<file path="config.mk">
export PLATFORM = sky130hd
export DESIGN_NAME = alu_seq
export DESIGN_NICKNAME = d
export VERILOG_FILES = /design/src/rtl/alu_seq.sv
export SDC_FILE = /design/constraint.sdc
export NUM_CORES = 1
export LEC_CHECK = 0
export CORE_MARGIN = 10
export CORE_UTILIZATION = 60
export DETAILED_ROUTE_END_ITERATION = 16
export PLACE_DENSITY_LB_ADDON = 0.15
export REMOVE_ABC_BUFFERS = 1
export SLEW_MARGIN = 10
export SYNTH_ARGS = -nofsm -noshare
export SYNTH_HDL_FRONTEND = slang
export SYNTH_SLANG_ARGS = --single-unit
</file>
<file path="constraint.sdc">
create_clock -name clk -period 3.3 [get_ports clk]
set_input_delay 0.66 -clock clk [delete_from_list [all_inputs] [get_ports clk]]
set_output_delay 0.66 -clock clk [all_outputs]
set_load 0.01 [all_outputs]
</file>
<file path="src/rtl/alu_seq.sv">
// Sequential ALU: single-cycle arithmetic/logic ops, multi-cycle shift and
// shift-add multiply, with a valid/ready handshake on both sides.
module alu_seq #(
    parameter int WIDTH = 4
) (
    input  logic             clk,
    input  logic             rst,
    input  logic             in_valid,
    output logic             in_ready,
    input  logic [WIDTH-1:0] a,
    input  logic [WIDTH-1:0] b,
    input  logic [2:0]       s,
    output logic             out_valid,
    input  logic             out_ready,
    output logic [WIDTH-1:0] f,
    output logic             zero,
    output logic             carry,
    output logic             ovf
);

    localparam int CW = $clog2(WIDTH + 1);

    typedef enum logic [1:0] {IDLE, BUSY, DONE} state_t;

    state_t               r_state;
    logic                 r_is_mul;
    logic [WIDTH-1:0]     r_sh;
    logic [2*WIDTH-1:0]   r_mcand;
    logic [2*WIDTH-1:0]   r_acc;
    logic [WIDTH-1:0]     r_mplr;
    logic [CW-1:0]        r_cnt;

    logic [WIDTH:0]       w_sum;
    logic [WIDTH:0]       w_dif;
    logic [WIDTH-1:0]     w_f;
    logic                 w_c;
    logic                 w_o;
    logic [CW-1:0]        w_cnt_sh;
    logic [WIDTH-1:0]     w_sh_nxt;
    logic [2*WIDTH-1:0]   w_acc_nxt;

    assign in_ready  = (r_state == IDLE) && !rst;
    assign w_sum     = {1'b0, a} + {1'b0, b};
    assign w_dif     = {1'b0, a} - {1'b0, b};
    assign w_sh_nxt  = {r_sh[WIDTH-2:0], 1'b0};
    assign w_acc_nxt = r_acc + (r_mplr[0] ? r_mcand : '0);

    // Shift count saturates at WIDTH: further shifts cannot change the result
    always_comb begin
        if (32'(b) > 32'(WIDTH))
            w_cnt_sh = CW'(WIDTH);
        else
            w_cnt_sh = CW'(b);
    end

    always_comb begin
        w_f = a;
        w_c = 1'b0;
        w_o = 1'b0;
        unique case (s)
            3'b000: begin
                w_f = w_sum[WIDTH-1:0];
                w_c = w_sum[WIDTH];
                w_o = (a[WIDTH-1] == b[WIDTH-1]) &&
                      (w_sum[WIDTH-1] != a[WIDTH-1]);
            end
            3'b001: begin
                w_f = w_dif[WIDTH-1:0];
                w_c = w_dif[WIDTH];
                w_o = (a[WIDTH-1] != b[WIDTH-1]) &&
                      (w_dif[WIDTH-1] != a[WIDTH-1]);
            end
            3'b010:  w_f = a & b;
            3'b011:  w_f = a | b;
            3'b100:  w_f = a ^ b;
            3'b101:  w_f = ~a;
            default: w_f = a;
        endcase
    end

    always_ff @(posedge clk) begin
        if (rst) begin
            r_state   <= IDLE;
            r_is_mul  <= 1'b0;
            r_sh      <= '0;
            r_mcand   <= '0;
            r_acc     <= '0;
            r_mplr    <= '0;
            r_cnt     <= '0;
            out_valid <= 1'b0;
            f         <= '0;
            zero      <= 1'b0;
            carry     <= 1'b0;
            ovf       <= 1'b0;
        end else begin
            unique case (r_state)
                IDLE: begin
                    if (in_valid) begin
                        if (s == 3'b110 && b != '0) begin
                            r_sh     <= a;
                            r_cnt    <= w_cnt_sh;
                            r_is_mul <= 1'b0;
                            r_state  <= BUSY;
                        end else if (s == 3'b111) begin
                            r_mcand  <= {{WIDTH{1'b0}}, a};
                            r_mplr   <= b;
                            r_acc    <= '0;
                            r_cnt    <= CW'(WIDTH);
                            r_is_mul <= 1'b1;
                            r_state  <= BUSY;
                        end else begin
                            f         <= w_f;
                            zero      <= (w_f == '0);
                            carry     <= w_c;
                            ovf       <= w_o;
                            out_valid <= 1'b1;
                            r_state   <= DONE;
                        end
                    end
                end
                BUSY: begin
                    r_cnt <= r_cnt - 1'b1;
                    if (r_is_mul) begin
                        r_acc   <= w_acc_nxt;
                        r_mcand <= r_mcand << 1;
                        r_mplr  <= r_mplr >> 1;
                        if (r_cnt == CW'(1)) begin
                            f         <= w_acc_nxt[WIDTH-1:0];
                            zero      <= (w_acc_nxt[WIDTH-1:0] == '0);
                            carry     <= 1'b0;
                            ovf       <= |w_acc_nxt[2*WIDTH-1:WIDTH];
                            out_valid <= 1'b1;
                            r_state   <= DONE;
                        end
                    end else begin
                        r_sh <= w_sh_nxt;
                        if (r_cnt == CW'(1)) begin
                            f         <= w_sh_nxt;
                            zero      <= (w_sh_nxt == '0);
                            carry     <= r_sh[WIDTH-1];
                            ovf       <= 1'b0;
                            out_valid <= 1'b1;
                            r_state   <= DONE;
                        end
                    end
                end
                DONE: begin
                    if (out_ready) begin
                        out_valid <= 1'b0;
                        r_state   <= IDLE;
                    end
                end
                default: r_state <= IDLE;
            endcase
        end
    end

endmodule

</file>
; Word-level counts from Yosys, hierarchy flattened
; Cells that the tools add are included.
[word_totals]
out_inout_bits = 9
inputBits = 15
regBits = 38
elab_cells = 136
[classes]
n_mux = 69
bitwise_logic = 4
n_lt_le_gt_ge = 1
n_eq_ne = 24
n_reduce_logical = 22
addsub = 4
[ops]
columns = cell, count
row1 = $mux W8, 9
row2 = $mux W4, 13
row3 = $pmux W8 S2, 2
row4 = $mux W1, 24
row5 = $pmux W4 S2, 3
row6 = $pmux W4 S6, 1
row7 = $ne A2 B2 Y1 const B, 7
row8 = $eq A3 B3 Y1 const B, 4
row9 = $logic_not A4 Y1, 3
row10 = $mux W3, 4
row11 = $mux W2, 5
row12 = $pmux W1 S2, 5
row13 = $reduce_and A5 Y1, 2
row14 = $reduce_and A3 Y1, 3
row15 = $add A8 B8 Y8, 1
row16 = $eq A3 B1 Y1 const B, 2
row17 = $eq A3 B2 Y1 const B, 2
row18 = $pmux W2 S3, 1
row19 = $pmux W3 S2, 1
row20 = $reduce_and A6 Y1, 1
row21 = $add A4 B4 Y5, 1
row22 = $sub A4 B4 Y5, 1
row23 = $and A4 B4 Y4, 1
row24 = $gt A4 B3 Y1 const B, 1
row25 = 20 further kinds, 27

; Depth between registers and ports, before layout
; Gate-level depths: netlist of run 1.
[depth]
word_depth = 8
mapped_depth = 11

; Worst setup path after synthesis of run 1
; Ideal clock, no wire load.
[synth_path]
path_kind = input-to-reg
from = in a[0]
to = reg f[2]
arrival_time_ns = 2.327
cell_stages = 8
t_required_ns = 3.208
setup_time_ns = 0.092
slack_ns = 0.881
cell_sequence = ha_1 -> inv_1 -> fa_1 -> or3_1 -> a221o_1 -> a31oi_1 -> a211oi_1 -> o32ai_1
[synth_between]
elab_chain_len = 6
elab_cells_between_ends = 7
cone_classes = add/sub: 2 / mux: 5
[synth_rtl]
columns = element, line
row1 = "start, declared", 10  ; input logic [WIDTH-1:0] a,
row2 = $sub A4 B4 Y5 / $add A4 B4 Y5 (equally long branches), "44, 43"
row3 = $pmux W4 S6 *, 60  ; unique case (s)
row4 = $mux W4 *, 104  ; end else if (s == 3'b111) begin
row5 = $mux W4 *, 99  ; if (s == 3'b110 && b != '0) begin
row6 = $mux W4 *, 98  ; if (in_valid) begin
row7 = $pmux W4 S2 *, 96  ; unique case (r_state)
row8 = "end signal, assigned", 112  ; f <= w_f;
row9 = "end signal, assigned", 128  ; f <= w_acc_nxt[WIDTH-1:0];
row10 = "end signal, assigned", 138  ; f <= w_sh_nxt;
row11 = "end, declared", 15  ; output logic [WIDTH-1:0] f,
; Every way passes the cells marked *; elsewhere a longest branch is shown, timed or not. The select of a mux whose other input is x is not followed.
; A chain may end at the register's enable or synchronous reset.

; Worst setup path in the final report of run 1
; Ends and elaborated chain as after synthesis.

==> impl_metrics.tcl, run 1 <==
set metrics [dict create \
    critical_path.max_fanout 3 \
    hpwl_um 5180 \
    ir_worst_vdd_mv 0.309 \
    dr.pass1.iters 6 \
    grt_pass1_wl_um 12000 \
    rsz0062_at_grt "no" \
    gp_congestion 0.900 \
    cp_top_family "compound AO/OA/AOI/OAI gates" \
    finalSetupViolCount 0 \
    ant_nets 0 \
    synthArstFlopShare_pct 0 \
    final_common_cell "nor2_1" \
    drc 0 \
    start_util_pct 61.4 \
    met3_usage_pct 3.37 \
    arrival_ns 3.03 \
    drive_above_1_share_pct 10.1 \
    maxSlewHeadroom_pct 55.7 \
    tightest_slew_ns 0.665 \
    cpMaxStageDelayCell "clkdlybuf4s50_1" \
    postCtsSetupRepairBufs 0 \
    diodes 0 \
    clock-sinks 38 \
    first_iter_violations 189 \
    post-route-period-util_pct 85.5 \
    grtUsageTotal_pct 18.7 \
    dieArea_mm2 0.00794 \
    cpPeakStageDelay_ns 0.50 \
    synthDistinctLibCells 64 \
    finalWorstSetupSlack_ns 0.479 \
    layout_common_cells "48 x nor2_1, 38 x dfxtp_1, 26 x inv_1" \
    cp.required_ns 3.51 \
    hold_viol_final 0 \
    clockBufferDepth 2 \
    finalInstanceArea_mm2 0.00322 \
    clk_pin_slew_ns 0.08 \
    io_pins 24 \
    core_mm2 0.00466 \
    grt_busiest_layer "met2" \
    clock-root-buffer "clkbuf_8" \
    cts_made_buffers 5 \
    grtUsageMet1_pct 24.3 \
    vias_per_cell 6.14 \
    routedWlPerCell_um 15.9 \
    grt-ovfl-total 0 \
    hold_path_class "reg2reg" \
    synth_area_mm2 0.00286 \
    path_class "in2reg" \
    slew_viol_final 0 \
    syn2layout_area_growth_pct 12.5 \
    worstPathBufferInverterCount 2 \
    crit_path_end_kind "flip-flop" \
    via_count 2651 \
    path_cells "clkdlybuf4s50_1 -> ha_1 -> inv_1 -> fa_1 -> or3_1 -> a221o_1 -> a31oi_1 -> a211oi_1 -> o32ai_1" \
    yosys_warnings 0 \
    fin_skew_ns 0.00981 \
    synth_ff_type "dfxtp_1" \
    timing.hold.ws_ns 0.488 \
    synth-edff-count 0 \
    syn-mean-instance-area_um2 8.00 \
    num_rows 25 \
    cts_resized 0 \
    fmax_mhz 354 \
    gr-usage-met2_pct 30.0 \
    drv_cap 0 \
    wl_um 6860 \
    p_leak_uw 0.00125 \
    placed_area_mm2 0.00313 \
    synthCells 358 \
    grt_pass1_vias 2526 \
    antenna_found_initial 0 \
    utilization_pct 69.1 \
    die_h_um 89.1 \
    cts_tree "done" \
    setup-tns-final_ns 0 \
    die_w_um 89.1 \
    insertion_delay_ns 0.30 \
    power_density_mw_per_mm2 338 \
    status "finished clean" \
    cp-start-kind "input port" \
    nNetsFinal 416 \
    cts_hold_buf 0 \
    port_buffers 23 \
    h-tree-depth 2 \
    fin_crit_ns 2.82 \
    synth_seq_cells 38 \
    grt_start_max_net_pins 43 \
    ys_seq_area_share_pct 26.6 \
    post-place-ws_ns 0.172 \
]
-- tightest hold or removal path, stage by stage, from the launching register on --
cell and delay, ns:
dfxtp_1 0.32, nand2_1 0.05, a311oi_1 0.07
-- final timing paths --
check | cells after the start | slack, ns | to | startpoint
worst min register to register | 2 | 0.49 | r_mplr[1] | r_mplr[2]
worst max-delay path | 9 | 0.48 | f[2] | a[0]
worst max register to register | 9 | 0.81 | ovf | r_mplr[0]
worst min-delay path | 2 | 0.49 | r_mplr[1] | r_mplr[2]
-- synth_stat cells, types with 3 or more instances --
cell type / number / share of area, %
nor2_1: 48 / 6.3
dfxtp_1: 38 / 27
inv_1: 26 / 3.4
nand2_1: 25 / 3.3
ha_1: 21 / 9.2
a21oi_1: 16 / 2.8
a22oi_1: 13 / 3.4
a311oi_1: 10 / 3.1
clkbuf_1: 10 / 1.3
o21ai_0: 10 / 1.7
nand2b_1: 9 / 2.0
a211oi_1: 7 / 1.8
buf_2: 7 / 1.2
nor2b_1: 7 / 1.5
o21ai_1: 7 / 1.2
and2_1: 6 / 1.3
nor3_1: 6 / 1.0
xnor2_1: 6 / 1.8
a211oi_2: 4 / 1.7
a31oi_1: 4 / 0.87
o211ai_1: 4 / 1.0
or3_1: 4 / 0.87
a32oi_1: 3 / 0.92
buf_4: 3 / 0.79
fa_1: 3 / 2.1
mux2i_1: 3 / 1.0
nand3_1: 3 / 0.52
o311ai_1: 3 / 0.92
xor2_1: 3 / 0.92
-- registers in the layout (all words and copies together), names as in the netlist --
signal and cells:
r_acc 8, r_mcand 8, f 4, r_mplr 4, r_sh 4, r_cnt 3
r_state 2, carry 1, out_valid 1, ovf 1, r_is_mul 1, zero 1
-- metal layers --
layer	wire length (µm)	share of wire, %
met4	131	1.9
met5	0	0
met2	3270	48
met1	3140	46
met3	324	4.7
-- logic make-up after synthesis --
kind of cell / synth area share, %
muxes: 1.05
DFF: 26.6
adders and majority gates: 11.3
buffers and inverters: 7.51
AOI/OAI and AO/OA: 27.9
xor gates and xnor gates: 2.75
and+or+nand+nor: 23.0
-- power by group --
part | total, µW | switching (µW) | internal, µW
Combinational | 253 | 139 | 114
Sequential | 497 | 19.3 | 478
Clock | 339 | 171 | 168
-- metrics by stage --
step	total power (µW)	instances
after floorplan	651	336
after global placement	755	424
after detailed placement	761	424
after CTS	1100	432
after global routing	1140	432
final	1090	432
-- final cells by class --
cell class	instances	area (µm²)
multi-input cells	272	1890
fillers	418	1440
flip-flops and latches	38	761
repair buffers	34	313
inverters	26	97.6
clock buffers	6	82.6
well taps	54	67.6
clock inverters	2	12.5
Power figures use the tool's default switching activity.
==> inputs of run 2 (changes only) <==
CORE_UTILIZATION = 50   (was 60)
==> run 2 against run 1 <==
  * Sequential power is essentially flat
  * Global-route usage down 2.3 points
  * Die area is 15% higher
  * Sequential cell count did not move
  * Critical path type unchanged
  * Highest routed layer unchanged
==> impl_metrics.tcl, run 2 (synthesis gave the netlist of run 1 again) <==
set metrics [dict create \
    internal_power_uw 816 \
    hold_path_class "reg2reg" \
    rsz0062_at_grt "no" \
    insertion_delay_ns 0.29 \
    drive_above_1_share_pct 10.5 \
    diodes 0 \
    grt-ovfl-total 0 \
    gp_congestion 0.848 \
    via_count 2574 \
    dr.pass1.iters 4 \
    start_util_pct 51.7 \
    power_density_mw_per_mm2 351 \
    hpwl_um 5370 \
    ant_nets 0 \
    cts_made_buffers 5 \
    grt_pass1_wl_um 12300 \
    finalSetupViolCount 0 \
    num_rows 27 \
    path_cells "clkdlybuf4s50_1 -> ha_1 -> inv_1 -> fa_1 -> or3_1 -> a221o_1 -> a31oi_1 -> a211oi_1 -> o32ai_1" \
    fin_skew_ns 0.00253 \
    cp-start-kind "input port" \
    path_class "in2reg" \
    clock-root-buffer "clkbuf_8" \
    routedWlPerCell_um 15.9 \
    grtUsageTotal_pct 16.5 \
    layout_common_cells "48 x nor2_1, 38 x dfxtp_1, 26 x inv_1" \
    final_common_cell "nor2_1" \
    reg_top3 "r_acc: 8 flops, r_mcand: 8 flops" \
    finalInstanceArea_mm2 0.00327 \
    cp_top_family "compound AO/OA/AOI/OAI gates" \
    h-tree-depth 2 \
    power_frac_comb_pct 22.5 \
    nNetsFinal 418 \
    cts_hold_buf 0 \
    grt_pass1_vias 2466 \
    die_w_um 95.7 \
    drc 0 \
    tightest_slew_ns 0.672 \
    antenna_found_initial 0 \
    cpMaxStageDelayCell "clkdlybuf4s50_1" \
    postCtsSetupRepairBufs 0 \
    status "finished clean" \
    worstPathBufferInverterCount 2 \
    crit_path_end_kind "flip-flop" \
    fin_crit_ns 2.89 \
    fmax_mhz 345 \
    port_buffers 23 \
    clock_power_share_pct 34.2 \
    grt_start_max_net_pins 43 \
    p_leak_uw 0.00127 \
    utilization_pct 59.1 \
    seq_power_share_pct 43.3 \
    arrival_ns 3.10 \
    clk_pin_slew_ns 0.08 \
    maxSlewHeadroom_pct 55.2 \
    cp.required_ns 3.50 \
    setup-tns-final_ns 0 \
    io_pins 24 \
    wl_um 7200 \
    slew_viol_final 0 \
    syn2layout_area_growth_pct 14.3 \
    hold_viol_final 0 \
    switching_power_uw 331 \
    post-route-period-util_pct 87.7 \
    placed_area_mm2 0.00316 \
    p_sw_share_pct 28.9 \
    cts_resized 0 \
    drv_cap 0 \
    vias_per_cell 5.69 \
    first_iter_violations 128 \
    critical_path.max_fanout 5 \
    cts_tree "done" \
    ir_worst_vdd_mv 0.326 \
    clockBufferDepth 2 \
    dieArea_mm2 0.00916 \
    cpPeakStageDelay_ns 0.55 \
    die_h_um 95.7 \
    clock-sinks 38 \
    core_mm2 0.00554 \
]
## run 2: metal layers
layer | wire [µm] | vias up | track usage (%)
met5 | 0 | - | 0
met4 | 93 | 0 | 4.67
met3 | 355 | 9 | 3.22
met2 | 3240 | 50 | 25.2
met1 | 3510 | 1187 | 22.8
li1 | - | 1328 | -
## run 2: worst register-to-register path, cell delays in order (launching register included)
cell and delay [ns]:
dfxtp_1 0.51, and2_1 0.20, ha_1 0.20, inv_1 0.07, fa_1 0.40, nand2b_1 0.17, o2bb2ai_1 0.17, xnor2_1 0.16
o311ai_1 0.42, o211ai_1 0.15
## run 2: per-stage QoR
| stage | hold slack (ns) | total power, µW | setup WS [ns] | cells |
|---|---|---|---|---|
| 6_report | 0.478 | 1150 | 0.405 | 452 |
| 4_1_cts | 0.482 | 1150 | 0.428 | 452 |
| 3_5_place_dp | 0.469 | 764 | 0.122 | 444 |
| 5_1_grt | 0.503 | 1200 | 0.281 | 452 |
| 3_3_place_gp | 0.464 | 761 | 0.190 | 444 |
| 2_1_floorplan | 0.449 | 651 | 0.857 | 336 |
## run 2: layout make-up
type | count | area (µm²)
Clock buffer | 5 | 68.8
Tap cell | 72 | 90.1
Inverter | 26 | 97.6
Timing Repair Buffer | 36 | 328
Multi-Input combinational cell | 272 | 1890
Clock inverter | 3 | 40.0
Sequential cell | 38 | 761
Fill cell | 520 | 2270
## run 2: worst paths after layout
check,start,to,slack [ns],cells past startpoint
hold / removal,r_mplr[1],r_mplr[0],0.48,2
setup reg to reg,r_mplr[0],ovf,0.72,9
setup / recovery,b[0],f[2],0.41,9
hold reg to reg,r_mplr[1],r_mplr[0],0.48,2
## run 2: power by group through the flow
stage               sequential [µW]  clock (µW)  combinational [µW]
finish                          497         392                 258
global route                    500         412                 288
detailed placement              507           0                 257
global placement                507           0                 254
CTS                             496         397                 258
floorplan                       507           0                 144
==> inputs of run 3 (changes only) <==
PLACE_DENSITY = 0.79   (was default)
PLACE_DENSITY_LB_ADDON = default   (was 0.15)
==> run 3 against run 2 <==
  * Routed wire length is 1.5% lower
  * Critical endpoint unchanged
  * Critical path depth stayed put
  * Core utilization is 0.38 points higher
  * Worst setup slack better by 0.011 ns
  * Cell area is 0.65% higher
  * Die area stayed put
  * Clock-buffer cell count stayed put
  * Highest routed layer unchanged
  * Combinational power hardly changed
  * Power is 7.7% higher
  * Maximum frequency is 0.38% higher
  * Clock skew is 0.0063 ns higher
==> impl_metrics.tcl, run 3 (synthesis gave the netlist of run 1 again) <==
set metrics [dict create \
    status "finished clean" \
    clk_pin_slew_ns 0.08 \
    maxSlewHeadroom_pct 56.4 \
    cp-start-kind "input port" \
    setup-tns-final_ns 0 \
    r2r_end "ovf" \
    cts_resized 0 \
    slew_viol_final 0 \
    crit_path_end_kind "flip-flop" \
    post-route-period-util_pct 87.4 \
    num_rows 27 \
    p_leak_uw 0.00128 \
    fmax_mhz 347 \
    path_class "in2reg" \
    h-tree-depth 2 \
    placed_area_mm2 0.00316 \
    dieArea_mm2 0.00916 \
    tightest_slew_ns 0.654 \
    wl_met2_um 3300 \
    ir_worst_vdd_mv 0.211 \
    layout_common_cells "48 x nor2_1, 38 x dfxtp_1, 26 x inv_1" \
    grt_pass1_wl_um 12200 \
    dr.pass1.iters 4 \
    die_w_um 95.7 \
    vias_per_cell 5.81 \
    rsz0062_at_grt "no" \
    nNetsFinal 417 \
    clock-sinks 38 \
    drv_cap 0 \
    fin_crit_ns 2.88 \
    grt_pass1_vias 2557 \
    postCtsSetupRepairBufs 0 \
    cts_made_buffers 5 \
    reg2reg_from "r_mplr[0]" \
    wl_um 7100 \
    cts_tree "done" \
    whs_endpoint "r_mplr[0]" \
    insertion_delay_ns 0.30 \
    finalInstanceArea_mm2 0.00329 \
    clock-root-buffer "clkbuf_8" \
    reg_top3 "r_acc: 8 flops, r_mcand: 8 flops" \
    dr.max_layer_used "met4" \
    utilization_pct 59.5 \
    cts_hold_buf 0 \
    die_h_um 95.7 \
    grt_start_max_net_pins 43 \
    io_pins 24 \
    finalSetupViolCount 0 \
    power_density_mw_per_mm2 375 \
    antenna_found_initial 0 \
    arrival_ns 3.09 \
    drive_above_1_share_pct 10.3 \
    met1Wirelength_um 3390 \
    reg2reg_depth 9 \
    start_util_pct 51.7 \
    cp.required_ns 3.50 \
    wl_met3_um 344 \
    final_common_cell "nor2_1" \
    routedWlPerCell_um 15.7 \
    gp_congestion 0.924 \
    place_inst 443 \
    grt-ovfl-total 0 \
    port_buffers 23 \
    hold-path-cell-count 2 \
    core_mm2 0.00554 \
    critical_path.max_fanout 5 \
    syn2layout_area_growth_pct 15.0 \
    stdcell_count 451 \
    fin_skew_ns 0.00879 \
    grtUsageTotal_pct 16.4 \
    first_iter_violations 191 \
    hold_path_class "reg2reg" \
    clockBufferDepth 2 \
    min-delay-start "r_mplr[1]" \
    drc 0 \
    diodes 0 \
    r2r_setup_slack_ns 0.76 \
    hold_viol_final 0 \
    ant_nets 0 \
    fill_cells 517 \
    hpwl_um 5350 \
    via_count 2621 \
]
[run 3: cell count changes in the layout (fill, tap and decap cells not counted)]
| cell | delta |
|---|---|
| bufinv_16 | +1 |
| clkinv_2 | -2 |
| clkinv_4 | +1 |
| buf_4 | -1 |
[run 3: cell type report]
cell class | count | area [µm²] | area share [%]
Clock buffer | 5 | 68.8 | 2.09
Clock inverter | 3 | 68.8 | 2.09
Inverter | 26 | 97.6 | 2.96
Multi-Input combinational cell | 272 | 1890 | 57.3
Sequential cell | 38 | 761 | 23.1
Tap cell | 72 | 90.1 | 2.73
Timing Repair Buffer | 35 | 320 | 9.72
[run 3: routing by layer]
layer	GRT usage [%]	vias to the layer above
met1	21.7	1231
met5	0	-
met4	4.05	0
met2	26.5	59
met3	3.38	5
li1	-	1326
[run 3: critical path, stage by stage]
cell and delay, ns:
clkdlybuf4s50_1 0.56, ha_1 0.21, inv_1 0.06, fa_1 0.39
or3_1 0.38, a221o_1 0.30, a31oi_1 0.14, a211oi_1 0.10
o32ai_1 0.28
[run 3: how the worst max path moves through the flow]
stage,startpoint,end,slack [ns],depth (start not counted)
global placement,a[0],f[2],0.18,9
detailed placement,a[0],f[2],0.13,9
floorplan,a[0],f[2],0.86,8
finish,a[0],f[2],0.42,9
global route,a[0],f[2],0.30,9
CTS,a[0],f[2],0.44,9
[run 3: through the flow]
stage	setup slack [ns]	power [µW]	hold WS (ns)
3_5_place_dp	0.125	762	0.483
4_1_cts	0.438	1240	0.488
3_3_place_gp	0.183	757	0.463
6_report	0.416	1240	0.478
2_1_floorplan	0.857	651	0.449
5_1_grt	0.299	1300	0.513
[run 3: report_power, final]
group	internal (µW)	switching, µW	leakage, µW
logic	115	142	0.000902
registers	478	19.2	0.000309
clock network	303	178	0.0000683
